===== src/rtl/multicycle_ctrl_if.sv =====
// Control/status bundle between the multi-cycle sequencer and its datapath.
// The timeout status line exists only when MEMCTRL_TIMEOUT_EN is defined.
interface multicycle_ctrl_if #(
   parameter int CNT_W = 32
);
   logic [6:0]       Opcode;
   logic             Zero;
   logic             mem_ready;
   logic             PCWrite;
   logic             PCWriteCond;
   logic             IRWrite;
   logic             MemRead;
   logic             MemWrite;
   logic             RegWrite;
   logic             MemtoReg;
   logic             ALUSrc;
   logic [1:0]       ALUOp;
   logic [2:0]       state;
   logic             illegal;
   logic [CNT_W-1:0] retired;
`ifdef MEMCTRL_TIMEOUT_EN
   logic             timeout;

   modport master (
      input  Opcode, Zero, mem_ready,
      output PCWrite, PCWriteCond, IRWrite, MemRead, MemWrite, RegWrite,
             MemtoReg, ALUSrc, ALUOp, state, illegal, retired, timeout
   );
   modport slave (
      output Opcode, Zero, mem_ready,
      input  PCWrite, PCWriteCond, IRWrite, MemRead, MemWrite, RegWrite,
             MemtoReg, ALUSrc, ALUOp, state, illegal, retired, timeout
   );
`else
   modport master (
      input  Opcode, Zero, mem_ready,
      output PCWrite, PCWriteCond, IRWrite, MemRead, MemWrite, RegWrite,
             MemtoReg, ALUSrc, ALUOp, state, illegal, retired
   );
   modport slave (
      output Opcode, Zero, mem_ready,
      input  PCWrite, PCWriteCond, IRWrite, MemRead, MemWrite, RegWrite,
             MemtoReg, ALUSrc, ALUOp, state, illegal, retired
   );
`endif
endinterface


===== src/rtl/multicycle_ctrl_fsm.sv =====
// FETCH/DECODE/EXEC/MEM/WB sequencer for the RV64I-subset multi-cycle datapath.
// Optional memory-wait watchdog enabled by defining MEMCTRL_TIMEOUT_EN.
module multicycle_ctrl_fsm #(
   parameter int CNT_W          = 32,
   parameter int TIMEOUT_CYCLES = 16
) (
   input logic                clk,
   input logic                reset,
   multicycle_ctrl_if.master  bus
);

   typedef enum logic [2:0] {
      FETCH  = 3'd0,
      DECODE = 3'd1,
      EXEC   = 3'd2,
      MEM    = 3'd3,
      WB     = 3'd4,
      TRAP   = 3'd5
   } state_t;

   localparam logic [6:0] OP_R   = 7'b0110011;
   localparam logic [6:0] OP_I   = 7'b0010011;
   localparam logic [6:0] OP_LD  = 7'b0000011;
   localparam logic [6:0] OP_SD  = 7'b0100011;
   localparam logic [6:0] OP_BEQ = 7'b1100011;

   state_t           state_q;
   logic [6:0]       op_q;
   logic             illegal_q;
   logic [CNT_W-1:0] retired_q;

   logic             pc_write;
   logic             pc_write_cond;
   logic             ir_write;
   logic             mem_read;
   logic             mem_write;
   logic             reg_write;
   logic             mem_to_reg;
   logic             alu_src;
   logic [1:0]       alu_op;

   function automatic logic supported(input logic [6:0] op);
      return op inside {OP_R, OP_I, OP_LD, OP_SD, OP_BEQ};
   endfunction

`ifdef MEMCTRL_TIMEOUT_EN
   localparam int WAIT_W = $clog2(TIMEOUT_CYCLES + 1);

   logic [WAIT_W-1:0] wait_q;
   logic              timeout_q;
   logic              waiting;
   logic              expired;

   assign waiting = ((state_q == FETCH) || (state_q == MEM)) && !bus.mem_ready;
   // This edge would be the TIMEOUT_CYCLES-th consecutive stalled cycle.
   assign expired = waiting && (wait_q == WAIT_W'(TIMEOUT_CYCLES - 1));
   assign bus.timeout = timeout_q;
`else
   localparam int unused_timeout = TIMEOUT_CYCLES;
`endif

   always_ff @(posedge clk) begin
      if (reset) begin
         state_q   <= FETCH;
         op_q      <= '0;
         illegal_q <= 1'b0;
         retired_q <= '0;
`ifdef MEMCTRL_TIMEOUT_EN
         wait_q    <= '0;
         timeout_q <= 1'b0;
`endif
      end else begin
         case (state_q)
            FETCH: if (bus.mem_ready) state_q <= DECODE;
            DECODE: begin
               op_q <= bus.Opcode;
               if (supported(bus.Opcode)) begin
                  state_q <= EXEC;
               end else begin
                  state_q   <= TRAP;
                  illegal_q <= 1'b1;
               end
            end
            EXEC: begin
               case (op_q)
                  OP_R, OP_I:   state_q <= WB;
                  OP_LD, OP_SD: state_q <= MEM;
                  OP_BEQ: begin
                     state_q   <= FETCH;
                     retired_q <= retired_q + CNT_W'(1);
                  end
                  default: begin
                     state_q   <= TRAP;
                     illegal_q <= 1'b1;
                  end
               endcase
            end
            MEM: begin
               if (bus.mem_ready) begin
                  if (op_q == OP_LD) begin
                     state_q <= WB;
                  end else begin
                     state_q   <= FETCH;
                     retired_q <= retired_q + CNT_W'(1);
                  end
               end
            end
            WB: begin
               state_q   <= FETCH;
               retired_q <= retired_q + CNT_W'(1);
            end
            TRAP:    illegal_q <= 1'b1;
            default: state_q <= FETCH;
         endcase
`ifdef MEMCTRL_TIMEOUT_EN
         // Watchdog overrides whatever the case above chose.
         if (expired) begin
            state_q   <= TRAP;
            illegal_q <= 1'b1;
            timeout_q <= 1'b1;
            wait_q    <= '0;
         end else if (waiting) begin
            wait_q <= wait_q + 1'b1;
         end else begin
            wait_q <= '0;
         end
`endif
      end
   end

   // Enables decode from the registered state; mem_ready/Zero pass through
   // combinationally so the datapath acts in the same cycle as the ack.
   always_comb begin
      pc_write      = 1'b0;
      pc_write_cond = 1'b0;
      ir_write      = 1'b0;
      mem_read      = 1'b0;
      mem_write     = 1'b0;
      reg_write     = 1'b0;
      mem_to_reg    = 1'b0;
      alu_src       = 1'b0;
      alu_op        = 2'b00;
      if (!reset) begin
         case (state_q)
            FETCH: begin
               mem_read = 1'b1;
               ir_write = bus.mem_ready;
               pc_write = bus.mem_ready;
            end
            EXEC: begin
               case (op_q)
                  OP_R:   alu_op = 2'b10;
                  OP_I: begin
                     alu_op  = 2'b11;
                     alu_src = 1'b1;
                  end
                  OP_LD, OP_SD: begin
                     alu_op  = 2'b00;
                     alu_src = 1'b1;
                  end
                  OP_BEQ: begin
                     alu_op        = 2'b01;
                     pc_write_cond = bus.Zero;
                  end
                  default: ;
               endcase
            end
            MEM: begin
               mem_read  = (op_q == OP_LD);
               mem_write = (op_q == OP_SD);
            end
            WB: begin
               reg_write  = 1'b1;
               mem_to_reg = (op_q == OP_LD);
            end
            default: ;
         endcase
      end
   end

   assign bus.PCWrite     = pc_write;
   assign bus.PCWriteCond = pc_write_cond;
   assign bus.IRWrite     = ir_write;
   assign bus.MemRead     = mem_read;
   assign bus.MemWrite    = mem_write;
   assign bus.RegWrite    = reg_write;
   assign bus.MemtoReg    = mem_to_reg;
   assign bus.ALUSrc      = alu_src;
   assign bus.ALUOp       = alu_op;
   assign bus.state       = state_q;
   assign bus.illegal     = illegal_q;
   assign bus.retired     = retired_q;

endmodule


===== src/flat_wrapper.sv =====
// flat-port wrapper written by rule: the top's interface ports become plain ports
module multicycle_ctrl_fsm_flat 
#(
   parameter int CNT_W          = 32,
   parameter int TIMEOUT_CYCLES = 16
)
  (clk, reset, bus_Opcode, bus_Zero, bus_mem_ready, bus_PCWrite, bus_PCWriteCond, bus_IRWrite, bus_MemRead, bus_MemWrite, bus_RegWrite, bus_MemtoReg, bus_ALUSrc, bus_ALUOp, bus_state, bus_illegal, bus_retired);
  multicycle_ctrl_if #(.CNT_W(CNT_W)) bus_i ();
  input logic clk;
  input logic reset;
  input wire logic [$bits(bus_i.Opcode)-1:0] bus_Opcode;
  input wire logic [$bits(bus_i.Zero)-1:0] bus_Zero;
  input wire logic [$bits(bus_i.mem_ready)-1:0] bus_mem_ready;
  output wire logic [$bits(bus_i.PCWrite)-1:0] bus_PCWrite;
  output wire logic [$bits(bus_i.PCWriteCond)-1:0] bus_PCWriteCond;
  output wire logic [$bits(bus_i.IRWrite)-1:0] bus_IRWrite;
  output wire logic [$bits(bus_i.MemRead)-1:0] bus_MemRead;
  output wire logic [$bits(bus_i.MemWrite)-1:0] bus_MemWrite;
  output wire logic [$bits(bus_i.RegWrite)-1:0] bus_RegWrite;
  output wire logic [$bits(bus_i.MemtoReg)-1:0] bus_MemtoReg;
  output wire logic [$bits(bus_i.ALUSrc)-1:0] bus_ALUSrc;
  output wire logic [$bits(bus_i.ALUOp)-1:0] bus_ALUOp;
  output wire logic [$bits(bus_i.state)-1:0] bus_state;
  output wire logic [$bits(bus_i.illegal)-1:0] bus_illegal;
  output wire logic [$bits(bus_i.retired)-1:0] bus_retired;
  assign bus_i.Opcode = bus_Opcode;
  assign bus_i.Zero = bus_Zero;
  assign bus_i.mem_ready = bus_mem_ready;
  assign bus_PCWrite = bus_i.PCWrite;
  assign bus_PCWriteCond = bus_i.PCWriteCond;
  assign bus_IRWrite = bus_i.IRWrite;
  assign bus_MemRead = bus_i.MemRead;
  assign bus_MemWrite = bus_i.MemWrite;
  assign bus_RegWrite = bus_i.RegWrite;
  assign bus_MemtoReg = bus_i.MemtoReg;
  assign bus_ALUSrc = bus_i.ALUSrc;
  assign bus_ALUOp = bus_i.ALUOp;
  assign bus_state = bus_i.state;
  assign bus_illegal = bus_i.illegal;
  assign bus_retired = bus_i.retired;
  multicycle_ctrl_fsm #(.CNT_W(CNT_W), .TIMEOUT_CYCLES(TIMEOUT_CYCLES)) u_core (.clk(clk), .reset(reset), .bus(bus_i));
endmodule

===== config.mk =====
export PLATFORM = sky130hd
export DESIGN_NAME = multicycle_ctrl_fsm_flat
export DESIGN_NICKNAME = d
export VERILOG_FILES = /design/src/rtl/multicycle_ctrl_if.sv /design/src/rtl/multicycle_ctrl_fsm.sv /design/src/flat_wrapper.sv
export SDC_FILE = /design/constraint.sdc
export NUM_CORES = 1
export LEC_CHECK = 0
export ABC_CLOCK_PERIOD_IN_PS = 2400
export CORE_MARGIN = 2
export CORE_UTILIZATION = 50
export CTS_CLUSTER_SIZE = 25
export DETAILED_ROUTE_END_ITERATION = 6
export HOLD_SLACK_MARGIN = 0.03
export PLACE_DENSITY = 0.8
export SLEW_MARGIN = 15
export SYNTH_ARGS = -nofsm -noshare
export SYNTH_HDL_FRONTEND = slang
export SYNTH_SLANG_ARGS = --single-unit
export TNS_END_PERCENT = 30

===== constraint.sdc =====
create_clock -name clk -period 2.4 [get_ports clk]
set_clock_uncertainty 0.15 [all_clocks]
set_input_delay 0.48 -clock clk [delete_from_list [all_inputs] [get_ports clk]]
set_output_delay 0.48 -clock clk [all_outputs]
set_load 0.01 [all_outputs]

* Yosys cells after proc, flatten, opt, wreduce, memory -nomap -nowiden
Index checks and enable logic that the tools add are counted.
Storage, ports and cells: logic and storage cells 70, input bits 11, register bits 43
Operators by class: bitwise gates (word level) 1, reductions and logical operators 11, eq/ne operators 21, $add $sub $neg 1, mux-type cells 32
Operators by type and width (count):
- 32-bit two-way mux | 3
- 32-bit case mux with 3 select lines | 1
- 32-bit by 1-bit adder with 32-bit output, second input constant | 1
- 7-bit by 6-bit equality test with 1-bit output, second input constant | 4
- 1-bit two-way mux | 17
- 3-bit case mux with 5 select lines | 1
- 7-bit by 2-bit equality test with 1-bit output, second input constant | 2
- 7-bit by 5-bit equality test with 1-bit output, second input constant | 2
- 7-bit equality test, second input constant | 2
- 3-bit two-way mux | 4
- 2-bit inequality test, second input constant | 5
- 3-bit case mux with 3 select lines | 1
- 3-bit by 2-bit equality test with 1-bit output, second input constant | 2
- 3-bit equality test, second input constant | 2
- 2-bit case mux with 3 select lines | 1
- 3-bit AND reduction | 2
- 3-bit nonzero test | 2
- 5-bit nonzero test | 1
- 5-bit OR reduction | 1
- 2-bit two-way mux | 2
- 4-bit AND reduction | 1
- 2-bit OR reduction | 2
- 3-bit by 1-bit equality test with 1-bit output, second input constant | 1
- 3-bit logical NOT | 1
- other kinds (5) | 5

* Logic depth before layout (Yosys ltp)
Gate-level depths: netlist of run 1.
depth in word-level cells 5, gate-level depth with buffers 7, depth with buffers taken out 6

* Worst setup path before layout of run 1
OpenSTA, ideal clock, no wires.
path type register to output, start reg u_core.op_q[3], end out bus_PCWriteCond, cell stages (with the launch flop) 6, data arrival time 1672 ps, slack 98 ps, required time 1770 ps, path buffers 1, cell sequence dfxtp_1 > nand4bb_1 > buf_2 > or2_2 > or3b_2 > nor3_1
On the way: cells in the longest elaborated chain, start to end 4
Ends and longest elaborated chain:
- start: declaration | line multicycle_ctrl_fsm.sv:28 | logic [6:0] op_q;
- start signal: assignment | line multicycle_ctrl_fsm.sv:76 | op_q <= bus.Opcode;
- 7-bit equality test | line multicycle_ctrl_fsm.sv:151 | case (op_q)
- 1-bit two-way mux | line multicycle_ctrl_fsm.sv:151
- 1-bit two-way mux | line multicycle_ctrl_fsm.sv:144 | case (state_q)
- 1-bit two-way mux | line multicycle_ctrl_fsm.sv:143 | if (!reset) begin
- end: declaration | line flat_wrapper.sv:15 | output wire logic [$bits(bus_i.PCWriteCond)-1:0] bus_PCWriteCond;
No other way between the ends.

* Worst setup path in the final report of run 1
start reg u_core.op_q[2], end out bus_MemRead
On the way: cells in the longest elaborated chain, start to end 3
Ends and longest elaborated chain:
- 7-bit by 2-bit equality test with 1-bit output | line multicycle_ctrl_fsm.sv:169 | mem_read = (op_q == OP_LD);
- 1-bit case mux with 2 select lines | line multicycle_ctrl_fsm.sv:144
- 1-bit two-way mux | line multicycle_ctrl_fsm.sv:143
- end: declaration | line flat_wrapper.sv:17 | output wire logic [$bits(bus_i.MemRead)-1:0] bus_MemRead;
No other way between the ends.

==> metrics.txt, run 1 <==
status=finished clean; Via Count=~2500; Starting Density=51.0%; Cells after Synth=roughly 280; Most used DFF post-synth=dfxtp_1; Final ANT Viol Nets=0; slew margin rel.=between 60% and 70%; layout cells sized above 1=about a fifth; Unique masters post-synth=between 50 and 60; final net count=around 380; root buf cell=clkbuf_8; GP Congestion=about 0.85; Syn-to-layout area delta=41.7%; worst hold start=u_core.bus.illegal$_SDFFE_PP0P_; I/O pins=57; Ant. Diodes=0; clk sink count=43; die width=between 70 and 80 µm; Fill cells=350; hold path depth=2; Cells after DPL=413; Reg2Reg Depth=5; Synth Register Bits=43; Place WS=-0.435 ns; slowest CP cell=or3_1; worst path arrival time=1.75 ns; die area=0.00529 mm²; GR Overflow Total=0; Seq/Total Area, Yosys=between 30% and 40%; CTS tree=yes; GRT Total Usage=between 20% and 30%; design area=around 0.0033 mm²; Die Y=72.7 µm; critical path type=flip-flop to primary output; CP bufs+invs=1; CP required=around 1.8 ns; Final HPWL DP=around 4600 µm; Setup Fix Bufs, Post-CTS=0; Fin. Hold Viols=0; drt drc=0; Tmin final=roughly 2.4 ns; worst hold margin=between 0.3 and 0.4 ns; CP delay by family, top=simple AND/OR/NAND/NOR gates; Syn. warnings=0; DP Area=between 0.003 and 0.004 mm²; Final Cycle Share=between 90% and 100%; Placeable Area=~0.0046 mm²; Initial DRC Count=about 140; row cnt=25; Max Slew Vio Count=0; critical-path cell list=nand4bb_4 > or2_4 > or3_1 > a21oi_2 > buf_2; wire length per cell=approximately 15 µm; Async SR Flop Fraction=0%; total chip power=~1.4 mW; CP Launch Type=flip-flop; Endpoint, Worst Hold=u_core.bus.illegal$_SDFFE_PP0P_; worst hold path class=flip-flop to flip-flop; area of the multi-input gates=0.00146 mm²; Num CTS Buffers=5; post-synth net total=291; Critical R2R Launch=u_core.bus.retired[6]$_SDFFE_PP0P_; Max IR drop VDD=0.000245 V; Pwr Density=409 mW/mm²; stages on the worst setup path=5; final wirelength=6470 µm; worst reg2reg endpoint=u_core.bus.retired[31]$_SDFFE_PP0P_; Vias/cell=slightly below 6; Cell Area, Synth=0.00236 mm²; fmax=0.421 GHz; EDFF count, synth=0; Max Cap Violations=0; setup TNS=0 ns; largest net degree at the start of global routing=30; hold buffers post-CTS=0; H-Tree Depth=2; syn avg cell area=8.47 µm²; slowest stage delay, CP=about 0.39 ns; clock slew at reported path FFs=roughly 0.080 ns; R2R setup slack=around 0.15 ns; worst-path fanout max=3; length of the first detailed-routing pass in iterations=4; Setup crit end kind=primary output; RSZ-0062 raised after global routing=yes; insertion delay to the later sink of the worst-skew pair=0.30 ns; Least-Margin Pin Slew=0.509 ns; Max clock buf depth=2; flip-flop and latch area=~860 µm²; Leak=about 1.2 nW; first-pass GRT wire length=between 10000 and 15000 µm; antenna violations before repair=0; worst setup margin=0.0230 ns; port bufs=56; # setup viols final=0; number of global-route vias before repair=about 2300; fin cells=approximately 420; utilization after layout=between 70 and 80%
[metal layers]
layer  part of all wire, %  wire, µm  global-route usage (%)  up-vias
li1                      -         -                       -     1213
met1                    46      3000                    33.1     1186
met2                    49      3140                    41.6       52
met3                   3.9       253                    5.25        8
met4                   1.2        75                    7.82        0
met5                     0         0                       0        -
[registers in the layout (all words and copies together) (netlist names)]
register and cells:
u_core.bus.state 3, u_core.op_q 7, u_core.bus.retired 32, u_core.bus.illegal 1
[power by group]
part	internal (mW)	switching (mW)
Sequential	0.728	0.00886
Combinational	0.0943	0.0973
Clock	0.193	0.246
Total	1.02	0.353
[worst min-delay path: stages (launching register included)]
cell and delay [ns]:
dfxtp_1 0.32, inv_1 0.05, a31oi_1 0.06
[cell usage after synthesis, types with 4 or more instances]
cell / n / area share, %
nand2_1: 19 / 3.0
o31ai_1: 6 / 1.9
or4_1: 9 / 2.9
nand3_1: 7 / 1.5
nor2_1: 24 / 3.8
buf_2: 8 / 1.7
mux2i_1: 9 / 3.8
nor2b_1: 5 / 1.3
a2111oi_0: 4 / 1.5
dfxtp_1: 43 / 36
nand2b_1: 4 / 1.1
clkbuf_1: 6 / 0.95
nor3_1: 4 / 0.85
a21oi_1: 24 / 5.1
and3_1: 9 / 2.4
xnor2_1: 8 / 3.0
o21ai_0: 13 / 2.8
or3_1: 10 / 2.6
inv_1: 4 / 0.64
nand4_1: 6 / 1.6
[repair_timing]
action / in CTS / in global routing
setup endpoints to repair: 10 / 9
gates resized for setup: 38 / 8
pin swaps: 2 / 0
[how the worst max path moves through the flow]
stage | startpoint | to | slack [ns]
floorplan | u_core.op_q[3]$_SDFFE_PP0N_ | bus_PCWriteCond | 0.1
CTS | u_core.op_q[2]$_SDFFE_PP0N_ | bus_PCWriteCond | 0.02
global placement | reset | bus_PCWriteCond | -0.40
global route | u_core.op_q[2]$_SDFFE_PP0N_ | bus_PCWriteCond | -0.05
finish | u_core.op_q[2]$_SDFFE_PP0N_ | bus_MemRead | 0.02
detailed placement | reset | bus_ALUSrc | -0.43
[layout by cell type (no fill, tap or decap), drive strengths merged, types with 4 or more instances in the layout]
cell type      Yosys  layout
buf               12      50
clkdlybuf4s50      0      45
dfxtp             43      43
nor2              24      24
a21oi             24      24
nand2             19      19
o21ai             14      14
or3               10      10
and3               9       9
mux2i              9       9
or4                9       9
xnor2              8       8
nand3              7       7
nand4              7       7
o31ai              7       7
nor2b              5       5
clkbuf             8       5
a2111oi            5       5
nand2b             5       5
or3b               5       5
inv                4       4
dlygate4sd2        0       4
nor3               4       4
[cell type report]
cell class              instances  share of cell area, %
clock buffers                   5                   2.06
clock inverters                 1                  0.224
inverters                       4                  0.449
multi-input cells             212                   43.7
flip-flops and latches         43                   25.8
well taps                      54                   2.02
repair buffers                100                   25.8
[cell families after synthesis]
family,share of synthesized area (%)
simple gates,29.7
compound gates,19.7
fa+ha+maj,0.530
mux,4.29
xor+xnor,4.08
flops,36.4
buf+inv,5.30
(Power assumes the default switching activity.)
==> run 2, diff against run 1 <==
- ABC_CLOCK_PERIOD_IN_PS: 2400 -> 3030
- clock period: 2.4 -> 3.03 ns (I/O delays scaled with it)
==> metrics.txt, run 2 (synthesized netlist as in run 1, its figures left out) <==
status=finished clean; first-pass GRT wire length=9400 µm (-12%); Max IR drop VDD=0.000246 V (+0.42%); clock slew at reported path FFs=0.09 ns (about the same); Tmin final=about 3 ns; Initial DRC Count=183 (+35%); most common cell after layout, fill and taps aside=clkdlybuf4s50_1; flip-flop and latch area=861 µm² (-0.15%); area of the multi-input gates=0.00139 mm² (-4.9%); layout cells sized above 1=9.79% (-11 points); design area=0.00311 mm² (-7.0%); antenna violations before repair=0 (unchanged); GP Congestion=0.816 (-3.7%); worst path arrival time=2.19 ns (+0.44 ns); CTS tree=yes; RSZ-0062 raised after global routing=no; Num CTS Buffers=5 (unchanged); Die Y=72.7 µm (unchanged); slew margin rel.=43.4% (-22 points); number of global-route vias before repair=2044 (-12%); insertion delay to the later sink of the worst-skew pair=0.30 ns (about the same); GRT Total Usage=22.5% (-2.8 points); Syn-to-layout area delta=31.8%; critical path type=flip-flop to primary output; I/O pins=57 (unchanged); GR Overflow Total=0 (unchanged); critical-path cell list=or3b_2 > nor4_1 > clkdlybuf4s50_1; worst hold path class=flip-flop to flip-flop; Via Count=2331 (-5.2%); slowest CP cell=clkdlybuf4s50_1; Max Slew Vio Count=0 (unchanged); Final HPWL DP=4240 µm (-6.9%); length of the first detailed-routing pass in iterations=4 (unchanged); final wirelength=5930 µm (-8.4%); worst-path fanout max=6 (+3); Vias/cell=5.96 (+1.6%); H-Tree Depth=2 (unchanged); die area=0.00529 mm² (unchanged); Pwr Density=376 mW/mm² (-8.0%); # setup viols final=0 (unchanged); CP Launch Type=flip-flop; row cnt=25 (unchanged); Max clock buf depth=2 (unchanged); Ant. Diodes=0 (unchanged); clk sink count=43 (unchanged); most frequent cells in the layout=clkdlybuf4s50_1, dfxtp_1, a21oi_1, nor2_1, nand2_1; Setup crit end kind=primary output; Setup Fix Bufs, Post-CTS=0 (unchanged); slowest stage delay, CP=0.60 ns (+0.21 ns); largest net degree at the start of global routing=26 (-13%); Max Cap Violations=0 (unchanged); Fill cells=381 (+8.9%); CP required=2.27 ns (+0.50 ns); Final Cycle Share=around 100%; final net count=348 (-7.9%); Fin. Hold Viols=0 (unchanged); die width=72.7 µm (unchanged); port bufs=56 (unchanged); fmax=around 0.34 GHz; Starting Density=51.0% (unchanged); DP Area=0.00299 mm² (-7.0%); root buf cell=clkbuf_8; utilization after layout=67.3% (-5.0 points); wire length per cell=15.2 µm (-1.9%); Placeable Area=0.00463 mm² (unchanged); max FFs per register=32 (unchanged); Leak=1.08 nW (-9.7%); Least-Margin Pin Slew=0.848 ns (+0.339 ns); Final ANT Viol Nets=0 (unchanged); hold buffers post-CTS=0 (unchanged); drt drc=0 (unchanged)
-- run 2: cell count changes in the layout (fill, tap and decap cells not counted), moves of 2 or more --
cell,previous run,this run
clkdlybuf4s50_1,45,51
buf_4,44,14
buf_2,5,0
nor3_1,2,4
dlymetal6s2s_1,0,2
-- run 2: per-stage QoR --
step / power [mW] / hold slack (ns) / TNS, ns / setup WS [ns] / instances
after floorplan: 0.675 / 0.302 / 0 / 0.602 / 279
after global placement: 0.724 / 0.304 / -0.00619 / -0.00619 / 383
after detailed placement: 0.725 / 0.312 / -0.120 / -0.0848 / 383
after CTS: 1.17 / 0.328 / -0.00657 / -0.00657 / 391
after global routing: 1.21 / 0.345 / 0 / 0.0301 / 391
final: 1.17 / 0.322 / 0 / 0.0865 / 391
-- run 2: area by class of cell --
type / instances / area share [%]
timing repair buffer: 70 / 21.4
multi-input combinational: 212 / 44.7
clock buffer: 5 / 2.21
tap: 54 / 2.17
sequential: 43 / 27.6
clock inverter: 3 / 1.41
inverter: 4 / 0.482
-- run 2: repair_timing --
item / CTS / global route
resized for setup: 4 / 3
endpoints found under the setup margin: 5 / 3
cloned: 0 / 0
-- run 2: path summary, 6_finish.rpt --
check	end	from	slack, ns	depth (start not counted)
worst min-delay path	u_core.bus.illegal$_SDFFE_PP0P_	u_core.bus.illegal$_SDFFE_PP0P_	0.32	2
worst max-delay path	bus_ALUOp[0]	u_core.bus.state[2]$_SDFFE_PP0P_	0.09	3
worst max register to register	u_core.bus.retired[31]$_SDFFE_PP0P_	u_core.bus.retired[8]$_SDFFE_PP0P_	0.55	5
worst min register to register	u_core.bus.illegal$_SDFFE_PP0P_	u_core.bus.illegal$_SDFFE_PP0P_	0.32	2
-- run 2: critical path: cells and delay by family (launching register included) --
kind / cells / cell delay [ns]
DFF: 1 / 0.34
and+or+nand+nor: 2 / 0.94
buffers and inverters: 1 / 0.60
-- run 2: report_power, final --
group,internal (mW),total [mW],switching [mW]
logic,0.0645,0.129,0.0646
registers,0.576,0.585,0.00870
clock network,0.246,0.457,0.211
-- run 2: layer usage --
metal  up-vias  track usage [%]  routed length (µm)
li1       1152                -                   -
met1      1121             30.2                2830
met2        47             36.0                2760
met3        11             4.01                 221
met4         0             8.44                 112
met5         -                0                   0
==> run 3, diff against run 2 <==
- CORE_UTILIZATION: 50 -> 30
- PLACE_DENSITY: 0.8 -> default
==> metrics.txt, run 3 (synthesized netlist as in run 1, its figures left out) <==
slowest CP cell=clkdlybuf4s50_1; Internal=0.846 mW (-4.5%); utilization after layout=41.0% (-26 points); antenna violations before repair=0 (unchanged); largest net degree at the start of global routing=35 (+35%); first-pass GRT wire length=10200 µm (+8.5%); Final HPWL DP=4380 µm (+3.2%); WL met3=212 µm (-4.1%); worst hold start=u_core.bus.illegal$_SDFFE_PP0P_; drt drc=0 (unchanged); Setup Fix Bufs, Post-CTS=0 (unchanged); die width=92.7 µm (+27%); fin cells=437 (+12%); worst hold margin=0.319 ns (-0.00290 ns); Max Cap Violations=0 (unchanged); Syn-to-layout area delta=33.4%; port bufs=56 (unchanged); worst path arrival time=2.19 ns (about the same); final wirelength=6140 µm (+3.6%); Final ANT Viol Nets=0 (unchanged); status=finished clean; Max IR drop VDD=0.000180 V (-27%); Critical R2R Launch=u_core.bus.retired[8]$_SDFFE_PP0P_; Placeable Area=0.00769 mm² (+66%); met2 WL post-DR=2770 µm (+0.18%); # setup viols final=0 (unchanged); Tmin final=2.95 ns (+0.00605 ns); CP required=2.27 ns (about the same); design area=0.00315 mm² (+1.2%); clock network fraction of total power=36.6% (-2.4 points); GP Congestion=0.767 (-6.1%); CP delay by family, top=buffers and inverters; Via Count=2264 (-2.9%); Vias/cell=5.18 (-13%); Max Slew Vio Count=0 (unchanged); layout cells sized above 1=9.55% (-0.24 points); Num CTS Buffers=5 (unchanged); fmax=0.339 GHz (-0.21%); most common cell after layout, fill and taps aside=clkdlybuf4s50_1; Leak=1.04 nW (-3.6%); met1 WL=3090 µm (+9.2%); row cnt=32 (+28%); worst-path fanout max=14 (+8); Initial DRC Count=115 (-37%); Pwr Density=356 mW/mm² (-5.3%); Die Y=92.7 µm (+27%); critical-path cell list=clkdlybuf4s50_1 > buf_4 > nor4_2 > clkdlybuf4s50_1; max FFs per register=32 (unchanged); wire length per cell=14.1 µm (-7.3%); GR Overflow Total=0 (unchanged); slew margin rel.=46.4% (+3.0 points); length of the first detailed-routing pass in iterations=4 (unchanged); Fill cells=775 (+100%); insertion delay to the later sink of the worst-skew pair=0.30 ns (about the same); sw frac=24.6% (+0.27 points); CP Launch Type=input port; H-Tree Depth=2 (unchanged); Least-Margin Pin Slew=0.802 ns (-0.0456 ns); I/O pins=57 (unchanged); Comb power frac=11.1% (about the same); Setup crit end kind=primary output; RSZ-0062 raised after global routing=no; worst hold path class=flip-flop to flip-flop; final net count=346 (-0.57%); die area=0.00860 mm² (+63%); Flop pwr share=52.3% (+2.3 points); total chip power=1.12 mW (-4.2%); DP Area=0.00303 mm² (+1.5%); switching power=0.275 mW (-3.1%); slowest stage delay, CP=0.57 ns (-0.03 ns); Ant. Diodes=0 (unchanged); Place WS=-0.0895 ns (-0.00469 ns); top sig layer=met4; clk sink count=43 (unchanged); clock slew at reported path FFs=0.08 ns (about the same); critical path type=input port to primary output; worst setup margin=0.0804 ns (-0.00605 ns); CTS tree=yes; GRT Total Usage=14.6% (-7.9 points); Fin. Hold Viols=0 (unchanged); most frequent CP cell=clkdlybuf4s50_1; number of global-route vias before repair=2110 (+3.2%); CP bufs+invs=3 (+2); crit path from=reset; root buf cell=clkbuf_8; setup TNS=0 ns (unchanged); Starting Density=30.7% (-20 points); Max clock buf depth=2 (unchanged); Final Cycle Share=97.3% (+0.20 points); most frequent cells in the layout=clkdlybuf4s50_1, dfxtp_1, a21oi_1, nor2_1, nand2_1; Cells after DPL=429 (+12%)
run 3: layer usage:
metal,vias to the layer above,GRT usage [%]
met4,0,4.29
li1,1142,-
met2,41,23.6
met3,5,2.77
met5,-,0
met1,1076,19.7
run 3: layout make-up:
cell class                      instances  area, µm²  share of cell area, %
Inverter                                4       15.0                  0.476
Clock buffer                            8        100                   3.18
Timing Repair Buffer                   68        651                   20.6
Multi-Input combinational cell        212       1400                   44.3
Tap cell                              102        128                   4.05
Sequential cell                        43        861                   27.3
run 3: power by group through the flow:
stage	clock, mW	sequential (mW)	combinational, mW
6_report	0.410	0.587	0.124
3_5_place_dp	0	0.599	0.124
4_1_cts	0.420	0.586	0.125
3_3_place_gp	0	0.599	0.124
5_1_grt	0.438	0.589	0.136
2_1_floorplan	0	0.598	0.0764
run 3: tightest hold or removal path: stages (launching register included):
cell and delay (ns):
dfxtp_1 0.31, inv_1 0.05, a31oi_1 0.06
run 3: worst paths after layout:
| path | to | slack (ns) | cells after the start |
|---|---|---|---|
| min | u_core.bus.illegal$_SDFFE_PP0P_ | 0.32 | 2 |
| max reg2reg | u_core.bus.retired[31]$_SDFFE_PP0P_ | 0.63 | 5 |
| max | bus_ALUOp[0] | 0.08 | 4 |
| min reg2reg | u_core.bus.illegal$_SDFFE_PP0P_ | 0.32 | 2 |
run 3: what timing repair did:
action	4_1_cts	5_1_grt
resized for setup	2	5
endpoints found under the setup margin	2	5
hold buffers	0	0
pin swaps	0	1
cloned	0	0
